===== src/rtl/mole_game_sequencer.sv =====
// Round controller for the whack-a-mole game. This block alone drives game_state. It runs the
// countdown and play timers and sends spawn ticks to the mole handler. It also keeps score and
// difficulty level.
// Optional feature: define MOLE_MISS_PENALTY_EN so that a miss in PLAYING costs one point.
module mole_game_sequencer #(
    parameter int unsigned TICKS_PER_SEC  = 100000000,
    parameter int unsigned COUNTDOWN_SEC  = 3,
    parameter int unsigned GAME_SEC       = 60,
    parameter int unsigned START_PERIOD   = 100000000,
    parameter int unsigned MIN_PERIOD     = 25000000,
    parameter int unsigned PERIOD_STEP    = 5000000,
    parameter int unsigned HITS_PER_LEVEL = 5
) (
    input  logic       clock_i,
    input  logic       reset_i,
    input  logic       start_i,
    input  logic       whacked_i,
    input  logic       miss_i,
    output logic [1:0] game_state,
    output logic       mole_tick_o,
    output logic [7:0] score_o,
    output logic [3:0] level_o,
    output logic [6:0] time_left_o
);

    localparam int unsigned SecW = (TICKS_PER_SEC > 1) ? $clog2(TICKS_PER_SEC) : 1;
    localparam int unsigned PerW = $clog2(START_PERIOD + 1);
    localparam int unsigned HitW = $clog2(HITS_PER_LEVEL + 1);

    localparam logic [SecW-1:0] SecMax   = SecW'(TICKS_PER_SEC - 1);
    localparam logic [6:0]      CdInit   = 7'(COUNTDOWN_SEC);
    localparam logic [6:0]      GameInit = 7'(GAME_SEC);
    localparam logic [PerW-1:0] StartPer = PerW'(START_PERIOD);
    localparam logic [PerW-1:0] MinPer   = PerW'(MIN_PERIOD);

    typedef enum logic [1:0] {
        StIdle  = 2'b00,
        StCount = 2'b01,
        StPlay  = 2'b10,
        StOver  = 2'b11
    } state_e;

    state_e          state_q, state_d;
    logic [SecW-1:0] sec_cnt_q, sec_cnt_d;
    logic [6:0]      time_q, time_d;
    logic [7:0]      score_q, score_d;
    logic [3:0]      level_q, level_d;
    logic [HitW-1:0] hits_q, hits_d;
    logic [PerW-1:0] period_q, period_d;          // period for the current level
    logic [PerW-1:0] cur_period_q, cur_period_d;  // period of the running spawn interval
    logic [PerW-1:0] spawn_q, spawn_d;
    logic            tick_q, tick_d;

    logic            sec_tick;
    logic            spawn_wrap;
    logic [HitW-1:0] hit_inc;
    logic            level_up;
    logic [PerW-1:0] stepped_period;

`ifndef MOLE_MISS_PENALTY_EN
    logic unused_miss;
    assign unused_miss = miss_i;
`endif

    // Timing and level-up helper terms.
    always_comb begin
        sec_tick   = ((state_q == StCount) || (state_q == StPlay)) && (sec_cnt_q == SecMax);
        spawn_wrap = (spawn_q == cur_period_q - PerW'(1));
        hit_inc    = hits_q + HitW'(1);
        level_up   = (32'(hit_inc) == HITS_PER_LEVEL);
        // Compare before subtracting so the period cannot underflow.
        if (32'(period_q) >= MIN_PERIOD + PERIOD_STEP) begin
            stepped_period = PerW'(32'(period_q) - PERIOD_STEP);
        end else begin
            stepped_period = MinPer;
        end
    end

    // Next-state logic for the phase FSM, the timers and the scoring.
    always_comb begin
        state_d      = state_q;
        sec_cnt_d    = sec_cnt_q;
        time_d       = time_q;
        score_d      = score_q;
        level_d      = level_q;
        hits_d       = hits_q;
        period_d     = period_q;
        cur_period_d = cur_period_q;
        spawn_d      = spawn_q;
        tick_d       = 1'b0;
        unique case (state_q)
            StIdle, StOver: begin
                if (start_i) begin
                    state_d   = StCount;
                    time_d    = CdInit;
                    sec_cnt_d = '0;
                end
            end
            StCount: begin
                sec_cnt_d = sec_tick ? '0 : sec_cnt_q + SecW'(1);
                if (sec_tick) begin
                    if (time_q == 7'd1) begin
                        state_d      = StPlay;
                        time_d       = GameInit;
                        score_d      = '0;
                        level_d      = '0;
                        hits_d       = '0;
                        period_d     = StartPer;
                        cur_period_d = StartPer;
                        spawn_d      = '0;
                        tick_d       = 1'b1;
                    end else begin
                        time_d = time_q - 7'd1;
                    end
                end
            end
            StPlay: begin
                sec_cnt_d = sec_tick ? '0 : sec_cnt_q + SecW'(1);
                if (whacked_i) begin
                    hits_d = hit_inc;
                    if (level_up) begin
                        hits_d   = '0;
                        period_d = stepped_period;
                        if (level_q != 4'hF) begin
                            level_d = level_q + 4'd1;
                        end
                    end
                end
`ifdef MOLE_MISS_PENALTY_EN
                if (whacked_i && !miss_i && (score_q != 8'hFF)) begin
                    score_d = score_q + 8'd1;
                end else if (miss_i && !whacked_i && (score_q != 8'h00)) begin
                    score_d = score_q - 8'd1;
                end
`else
                if (whacked_i && (score_q != 8'hFF)) begin
                    score_d = score_q + 8'd1;
                end
`endif
                // A whack and a natural wrap together still yield a single pulse.
                if (whacked_i || spawn_wrap) begin
                    spawn_d      = '0;
                    cur_period_d = period_d;
                    tick_d       = 1'b1;
                end else begin
                    spawn_d = spawn_q + PerW'(1);
                end
                if (sec_tick) begin
                    if (time_q == 7'd1) begin
                        state_d   = StOver;
                        time_d    = '0;
                        sec_cnt_d = '0;
                        tick_d    = 1'b0;
                    end else begin
                        time_d = time_q - 7'd1;
                    end
                end
            end
            default: state_d = StIdle;
        endcase
    end

    // State registers. The synchronous reset has priority over every input.
    always_ff @(posedge clock_i) begin
        if (!reset_i) begin
            state_q      <= StIdle;
            sec_cnt_q    <= '0;
            time_q       <= '0;
            score_q      <= '0;
            level_q      <= '0;
            hits_q       <= '0;
            period_q     <= StartPer;
            cur_period_q <= StartPer;
            spawn_q      <= '0;
            tick_q       <= 1'b0;
        end else begin
            state_q      <= state_d;
            sec_cnt_q    <= sec_cnt_d;
            time_q       <= time_d;
            score_q      <= score_d;
            level_q      <= level_d;
            hits_q       <= hits_d;
            period_q     <= period_d;
            cur_period_q <= cur_period_d;
            spawn_q      <= spawn_d;
            tick_q       <= tick_d;
        end
    end

    assign game_state  = state_q;
    assign mole_tick_o = tick_q;
    assign score_o     = score_q;
    assign level_o     = level_q;
    assign time_left_o = time_q;

endmodule


===== config.mk =====
export PLATFORM = sky130hd
export DESIGN_NAME = mole_game_sequencer
export DESIGN_NICKNAME = d
export VERILOG_FILES = /design/src/rtl/mole_game_sequencer.sv
export SDC_FILE = /design/constraint.sdc
export NUM_CORES = 1
export LEC_CHECK = 0
export CORE_MARGIN = 8
export CORE_UTILIZATION = 60
export DETAILED_ROUTE_END_ITERATION = 12
export GPL_ROUTABILITY_DRIVEN = 0
export MAX_ROUTING_LAYER = met4
export PLACE_DENSITY_LB_ADDON = 0.15
export SLEW_MARGIN = 10
export SYNTH_ARGS = -nofsm -noshare
export SYNTH_HDL_FRONTEND = slang
export SYNTH_SLANG_ARGS = --single-unit
export TNS_END_PERCENT = 30

===== constraint.sdc =====
create_clock -name clock_i -period 3.7 [get_ports clock_i]
set_clock_uncertainty 0.05 [all_clocks]
set_input_delay 0.925 -clock clock_i [delete_from_list [all_inputs] [get_ports clock_i]]
set_output_delay 0.925 -clock clock_i [all_outputs]
set_load 0.05 [all_outputs]

==> results of run 1 <==
-- cells in the mapped netlist (10+ instances only) --
cell,count
or3_1,12
nor3_1,24
dfxtp_1,133
clkbuf_1,49
and3_1,15
o211ai_1,14
xor2_1,36
a211oi_1,32
nor2_1,110
nand4_1,21
nand2_1,104
mux2i_1,11
inv_1,28
a31oi_1,13
and4_1,10
and2_1,16
ha_1,14
o21ai_0,33
nand3_1,35
xnor2_1,49
nor4_1,20
a21oi_1,44
-- worst register-to-register path, stage by stage (launching register included) --
cell and delay (ns):
dfxtp_1 0.33, or3_1 0.44, or2_1 0.30, or4b_4 0.54
a2111oi_2 0.36, o22ai_1 0.19, a211o_1 0.28, buf_4 0.17
o211ai_1 0.49, o2bb2ai_1 0.16
-- area by class of cell --
cell class | count | area (um2) | area share [%]
repair buffers | 55 | 483 | 5.40
clock buffers | 20 | 457 | 5.11
well taps | 172 | 215 | 2.41
multi-input cells | 760 | 4810 | 53.8
flip-flops and latches | 133 | 2660 | 29.8
clock inverters | 12 | 201 | 2.25
inverters | 29 | 109 | 1.22
-- repair_timing --
action	4_1_cts	5_1_grt
hold buffers	0	0
endpoints found under the setup margin	0	1
buffers inserted	0	0
-- layout by cell type, fill, tap and decap left out, types with 5 or more instances in the layout --
cell type,n
ha_1,14
bufinv_16,5
nand3b_1,6
nor2_1,110
nand2b_1,8
nor2b_1,6
inv_1,28
dfxtp_1,133
xnor2_1,49
and3_1,15
and4_1,10
mux2_1,5
and2_1,16
a211oi_1,32
a311oi_1,9
o211ai_1,14
nor3b_1,5
nor3_1,23
clkdlybuf4s50_1,24
o21ai_1,9
nand4b_1,6
nand3_1,35
nand2_1,104
or4_1,5
a21o_1,5
o21a_1,9
a21oi_1,43
mux2i_1,11
nand4_1,21
or3_1,12
clkbuf_16,17
buf_4,29
nor4_1,20
o2bb2ai_1,7
o21ai_0,33
xor2_1,36
a41oi_1,5
a31oi_1,13
-- metal layers --
layer  GRT usage, %  vias to the layer above  wire length (um)
li1               -                     3593                 -
met1           31.1                     3379              9190
met2           36.4                      190              8880
met3           4.81                       30               977
met4           7.10                        0               265
met5              -                        -                 0
-- path summary, 6_finish.rpt --
check,startpoint,endpoint,slack [ns],cells after the start
setup reg to reg,cur_period_q[15],cur_period_q[3],0.25,9
setup / recovery,cur_period_q[15],cur_period_q[3],0.25,9
hold reg to reg,sec_cnt_q[26],sec_cnt_q[26],0.43,1
hold / removal,sec_cnt_q[26],sec_cnt_q[26],0.43,1
-- cell families after synthesis --
logic type | Yosys count | share of synthesized area (%)
compound gates | 228 | 20.4
mux | 19 | 2.57
fa+ha+maj | 14 | 2.25
buf+inv | 85 | 4.34
xor+xnor | 85 | 9.56
flops | 133 | 34.2
simple gates | 414 | 26.6
-- metrics by stage --
step | worst slack [ns] | hold slack [ns] | total power, mW | cells | instance area, um2
finish | 0.255 | 0.426 | 5.15 | 1181 | 8940
global route | 0.00766 | 0.452 | 5.39 | 1181 | 8940
CTS | 0.266 | 0.432 | 5.15 | 1181 | 8940
detailed placement | 0.281 | 0.421 | 3.27 | 1149 | 8280
global placement | 0.300 | 0.414 | 3.25 | 1149 | 8280
floorplan | 0.476 | 0.392 | 2.83 | 978 | 7790
-- state kept, by name, summed over array words and instances (netlist names) --
register      flops
cur_period_q     27
period_q         27
sec_cnt_q        27
spawn_q          27
score_o           8
time_left_o       7
level_o           4
hits_q            3
game_state        2
mole_tick_o       1
-- power groups by stage --
stage | clock (mW) | combinational [mW] | sequential, mW
final | 1.87 | 1.58 | 1.70
after global routing | 1.96 | 1.71 | 1.72
after detailed placement | 0 | 1.55 | 1.72
after global placement | 0 | 1.53 | 1.72
after floorplan | 0 | 0.999 | 1.83
after CTS | 1.89 | 1.57 | 1.69
==> run summary, run 1 <==
Startpoint class of the critical path -> register
Synth area leader -> dfxtp_1
Share of cells above drive strength 1 -> 8.13%
Initial antenna violation count -> 0
Clock latency on the worst-skew pair -> 0.42 ns
PwrDens -> 576 nW/um2
Status -> finished clean
Row cnt -> 41
Unique masters post-synth -> 73
P&R area growth vs syn -> 14.8%
Final wirelength -> 19300 um
Ys Warns -> 0
Die X -> 130 um
Comb pwr share -> 30.7%
CTS Buf Count -> 17
First-pass GRT wire length -> 31600 um
Class of the worst hold path -> reg -> reg
Worst path max stage delay -> 0.54 ns
Sequential share of power -> 33.0%
Drc violations -> 0
Core ar. -> 12700 um2
Clock power share -> 36.3%
Fillers -> 1039
Core occupancy in the finished layout -> 70.5%
LEAKAGE -> 3.04 nW
CTS clk-pin slew, worst paths -> 0.06 ns
Vias in the first global route -> 6378
Final Net Count -> 1015
WS Path Type -> reg -> reg
Slowest stage cell, crit path -> or4b_4
Initial Util -> 61.4%
Endpoints failing setup -> 0
H-tree depth -> 4
Unrepaired setup endpoints after global routing -> false
TNS Setup -> 0 ns
Number of diodes -> 0
Worst-Margin Slew -> 1.08 ns
Fmax -> 0.290 GHz
Net Sw Power -> 1.86 mW
Iter 0 DRT Violations -> 587
Main synth FF type -> dfxtp_1
Max_cap viols -> 0
DR WL/cell -> 16.4 um
Syn Std Cell Area -> 7790 um2
Antenna violation net count after detailed routing -> 0
Vias -> 7192
Relative slew slack -> 27.5%
TritonCTS clock tree -> built
GRT Residual Overflow -> 0
Mapped Cells -> 978
Max VDD drop -> 0.000372 V
Sw frac -> 36.2%
Seq cells post-synth -> 133
Synth async-reset ratio -> 0%
CP cell instances -> or3_1 > or2_1 > or4b_4 > a2111oi_2 > o22ai_1 > a211o_1 > buf_4 > o211ai_1 > o2bb2ai_1
Final period util -> 93.1%
Drt pass-1 iters -> 5
Clock Tree Buf Depth -> 2
Required @ worst endpoint -> 3.93 ns
Num Clock Sinks -> 133
PortBufs -> 25
Post_cts resized -> 0
Number of synthesized flops with an enable pin -> 0
Max FO, Critical Path -> 7
Die area -> 16900 um2
Critical path arrival -> 3.68 ns
Synth top area cells -> dfxtp_1 (34%), xnor2_1 (5.5%), nor2_1 (5.3%)
Clock Tree Root -> clkbuf_16
Share of the synthesized area in the top cell type -> 34.2%
Post-Syn Nets -> 997
Crit path max-delay family -> compound AO/OA/AOI/OAI gates
WP buf/inv -> 1
Avg Cell Area, Syn -> 7.96 um2
Cell Int Power -> 3.29 mW
Critical Path Sink Type -> register
Maximum number of pins on one net before global-route repair -> 63
Post-synthesis sequential area ratio -> 34.2%
Final hold vios -> 0
Minimum clock period -> 3.45 ns
Max Slew Vio Count -> 0
Total GRT Usage -> 23.8%
Die Ht -> 130 um
Ports -> 27
DP HPWL -> 13100 um
Vias/cell -> 6.09
No activity file was read; power rests on OpenSTA's default activity.
==> run 2: changes to the inputs <==
--- a/config.mk
+++ b/config.mk
@@ -10,7 +10,8 @@
 export DETAILED_ROUTE_END_ITERATION = 12
 export GPL_ROUTABILITY_DRIVEN = 0
 export MAX_ROUTING_LAYER = met4
-export PLACE_DENSITY_LB_ADDON = 0.15
+export PLACE_DENSITY = 0.89
+export SKIP_CTS_REPAIR_TIMING = 1
 export SLEW_MARGIN = 10
 export SYNTH_ARGS = -nofsm -noshare
 export SYNTH_HDL_FRONTEND = slang
==> constraint.sdc (replaced) <==
create_clock -name clock_i -period 3.3 [get_ports clock_i]
set_clock_uncertainty 0.05 [all_clocks]
set_input_delay 0.825 -clock clock_i [delete_from_list [all_inputs] [get_ports clock_i]]
set_output_delay 0.825 -clock clock_i [all_outputs]
set_load 0.05 [all_outputs]
==> run 2 against run 1 <==
Compared with the run above:
- utilization increased by 0.86 points
- via count rose by 6.5%
- worst hold slack gained 0.0073 ns
- non-clock buffer count grew 20
==> run summary, run 2 (synthesis results as in run 1) <==
First-pass GRT wire length -> 35200 um (+11%)
Fmax -> 0.311 GHz (+7.0%)
Row cnt -> 41 (unchanged)
Iter 0 DRT Violations -> 954 (+63%)
Fillers -> 903 (-13%)
Critical Path Sink Type -> register
Total GRT Usage -> 26.6% (+2.8 points)
Minimum clock period -> 3.22 ns (-0.227 ns)
CTS clk-pin slew, worst paths -> 0.06 ns (about the same)
H-tree depth -> 4 (unchanged)
Startpoint class of the critical path -> register
LEAKAGE -> 3.09 nW (+1.8%)
PortBufs -> 25 (unchanged)
Placed insts -> 1168 (+1.7%)
PwrDens -> 624 nW/um2 (+8.2%)
Worst-Margin Slew -> 0.849 ns (-0.230 ns)
Clock latency on the worst-skew pair -> 0.42 ns (about the same)
Post-route insts no fill -> 1201 (+1.7%)
Critical path arrival -> 3.49 ns (-0.19 ns)
Initial antenna violation count -> 0 (unchanged)
Sequential Area -> 2660 um2 (unchanged)
Drc violations -> 0 (unchanged)
Number of diodes -> 0 (unchanged)
Ports -> 27 (unchanged)
GRT Residual Overflow -> 0 (unchanged)
Endpoints failing setup -> 0 (unchanged)
Initial Util -> 61.4% (unchanged)
Final Net Count -> 1035 (+2.0%)
WS Path Type -> reg -> reg
Max VDD drop -> 0.000400 V (+7.3%)
Most frequent cells in the layout -> dfxtp_1 (133), nor2_1 (110), nand2_1 (104)
Maximum number of pins on one net before global-route repair -> 73 (+16%)
TritonCTS clock tree -> built
Required @ worst endpoint -> 3.57 ns (-0.36 ns)
Die area -> 16900 um2 (unchanged)
Max Slew Vio Count -> 0 (unchanged)
Final wirelength -> 21600 um (+12%)
PnR Total Power -> 5.64 mW (+9.6%)
Final hold vios -> 0 (unchanged)
Unrepaired setup endpoints after global routing -> true
Vias in the first global route -> 7241 (+14%)
Antenna violation net count after detailed routing -> 0 (unchanged)
CTS Buf Count -> 17 (unchanged)
Clock Tree Root -> clkbuf_16
Max FO, Critical Path -> 11 (+4)
Status -> finished clean
Core ar. -> 12700 um2 (unchanged)
Clock Tree Buf Depth -> 2 (unchanged)
Area of the multi-input gates -> 4860 um2 (+0.94%)
Drt pass-1 iters -> 6 (+1)
Vias -> 7657 (+6.5%)
Hold Worst Slack -> 0.433 ns (+0.00727 ns)
Die X -> 130 um (unchanged)
Commonest non-fill, non-tap cell in the layout -> dfxtp_1
Max_cap viols -> 0 (unchanged)
P&R area growth vs syn -> 16.2%
Relative slew slack -> 43.0% (+15 points)
Num Clock Sinks -> 133 (unchanged)
DP HPWL -> 14100 um (+7.6%)
Final period util -> 97.5% (+4.4 points)
Die Ht -> 130 um (unchanged)
Class of the worst hold path -> reg -> reg
DP Area -> 8420 um2 (+1.6%)
Cell area after layout -> 9050 um2 (+1.2%)
DR WL/cell -> 18.0 um (+9.9%)
Vias/cell -> 6.38 (+4.7%)
Share of cells above drive strength 1 -> 10.4% (+2.3 points)
run 2: layer usage:
metal	global-route usage [%]	share of wire [%]	up-vias
met5	-	0	-
met4	12.0	3.0	0
met3	5.39	7.4	73
met2	43.7	49	364
met1	30.8	41	3580
li1	-	-	3640
run 2: final timing paths:
check,from,endpoint,slack (ns),depth (start not counted)
setup reg to reg,cur_period_q[15],cur_period_q[11],0.08,9
hold / removal,period_q[2],period_q[2],0.43,1
setup / recovery,cur_period_q[15],cur_period_q[11],0.08,9
hold reg to reg,period_q[2],period_q[2],0.43,1
run 2: through the flow:
| step | setup TNS, ns | worst slack (ns) | util [%] |
|---|---|---|---|
| finish | 0 | 0.0815 | 71.4 |
| global route | -0.258 | -0.0392 | 71.4 |
| CTS | 0 | 0.0113 | 70.9 |
| detailed placement | 0 | 0.0711 | 66.4 |
| global placement | 0 | 0.165 | 66.4 |
| floorplan | 0 | 0.0761 | - |
run 2: worst max-delay path, cell delays in order, from the launching register on:
cell,delay (ns)
dfxtp_1,0.33
or3_1,0.38
or2_1,0.24
or4b_4,0.53
a2111oi_2,0.41
o22ai_2,0.17
a211o_1,0.26
o21a_2,0.32
buf_4,0.22
o31ai_2,0.20
run 2: cell type report:
type	instances	area share (%)
Inverter	29	1.20
Sequential cell	133	29.4
Tap cell	172	2.38
Clock buffer	22	5.24
Timing Repair Buffer	75	7.00
Multi-Input combinational cell	760	53.7
Clock inverter	10	1.08
run 2: where the power goes:
| group | internal [mW] | leakage (nW) | switching, mW |
|---|---|---|---|
| clock network | 1.10 | 0.273 | 0.726 |
| logic | 0.655 | 1.74 | 1.25 |
| registers | 1.73 | 1.07 | 0.188 |
| total | 3.48 | 3.09 | 2.16 |
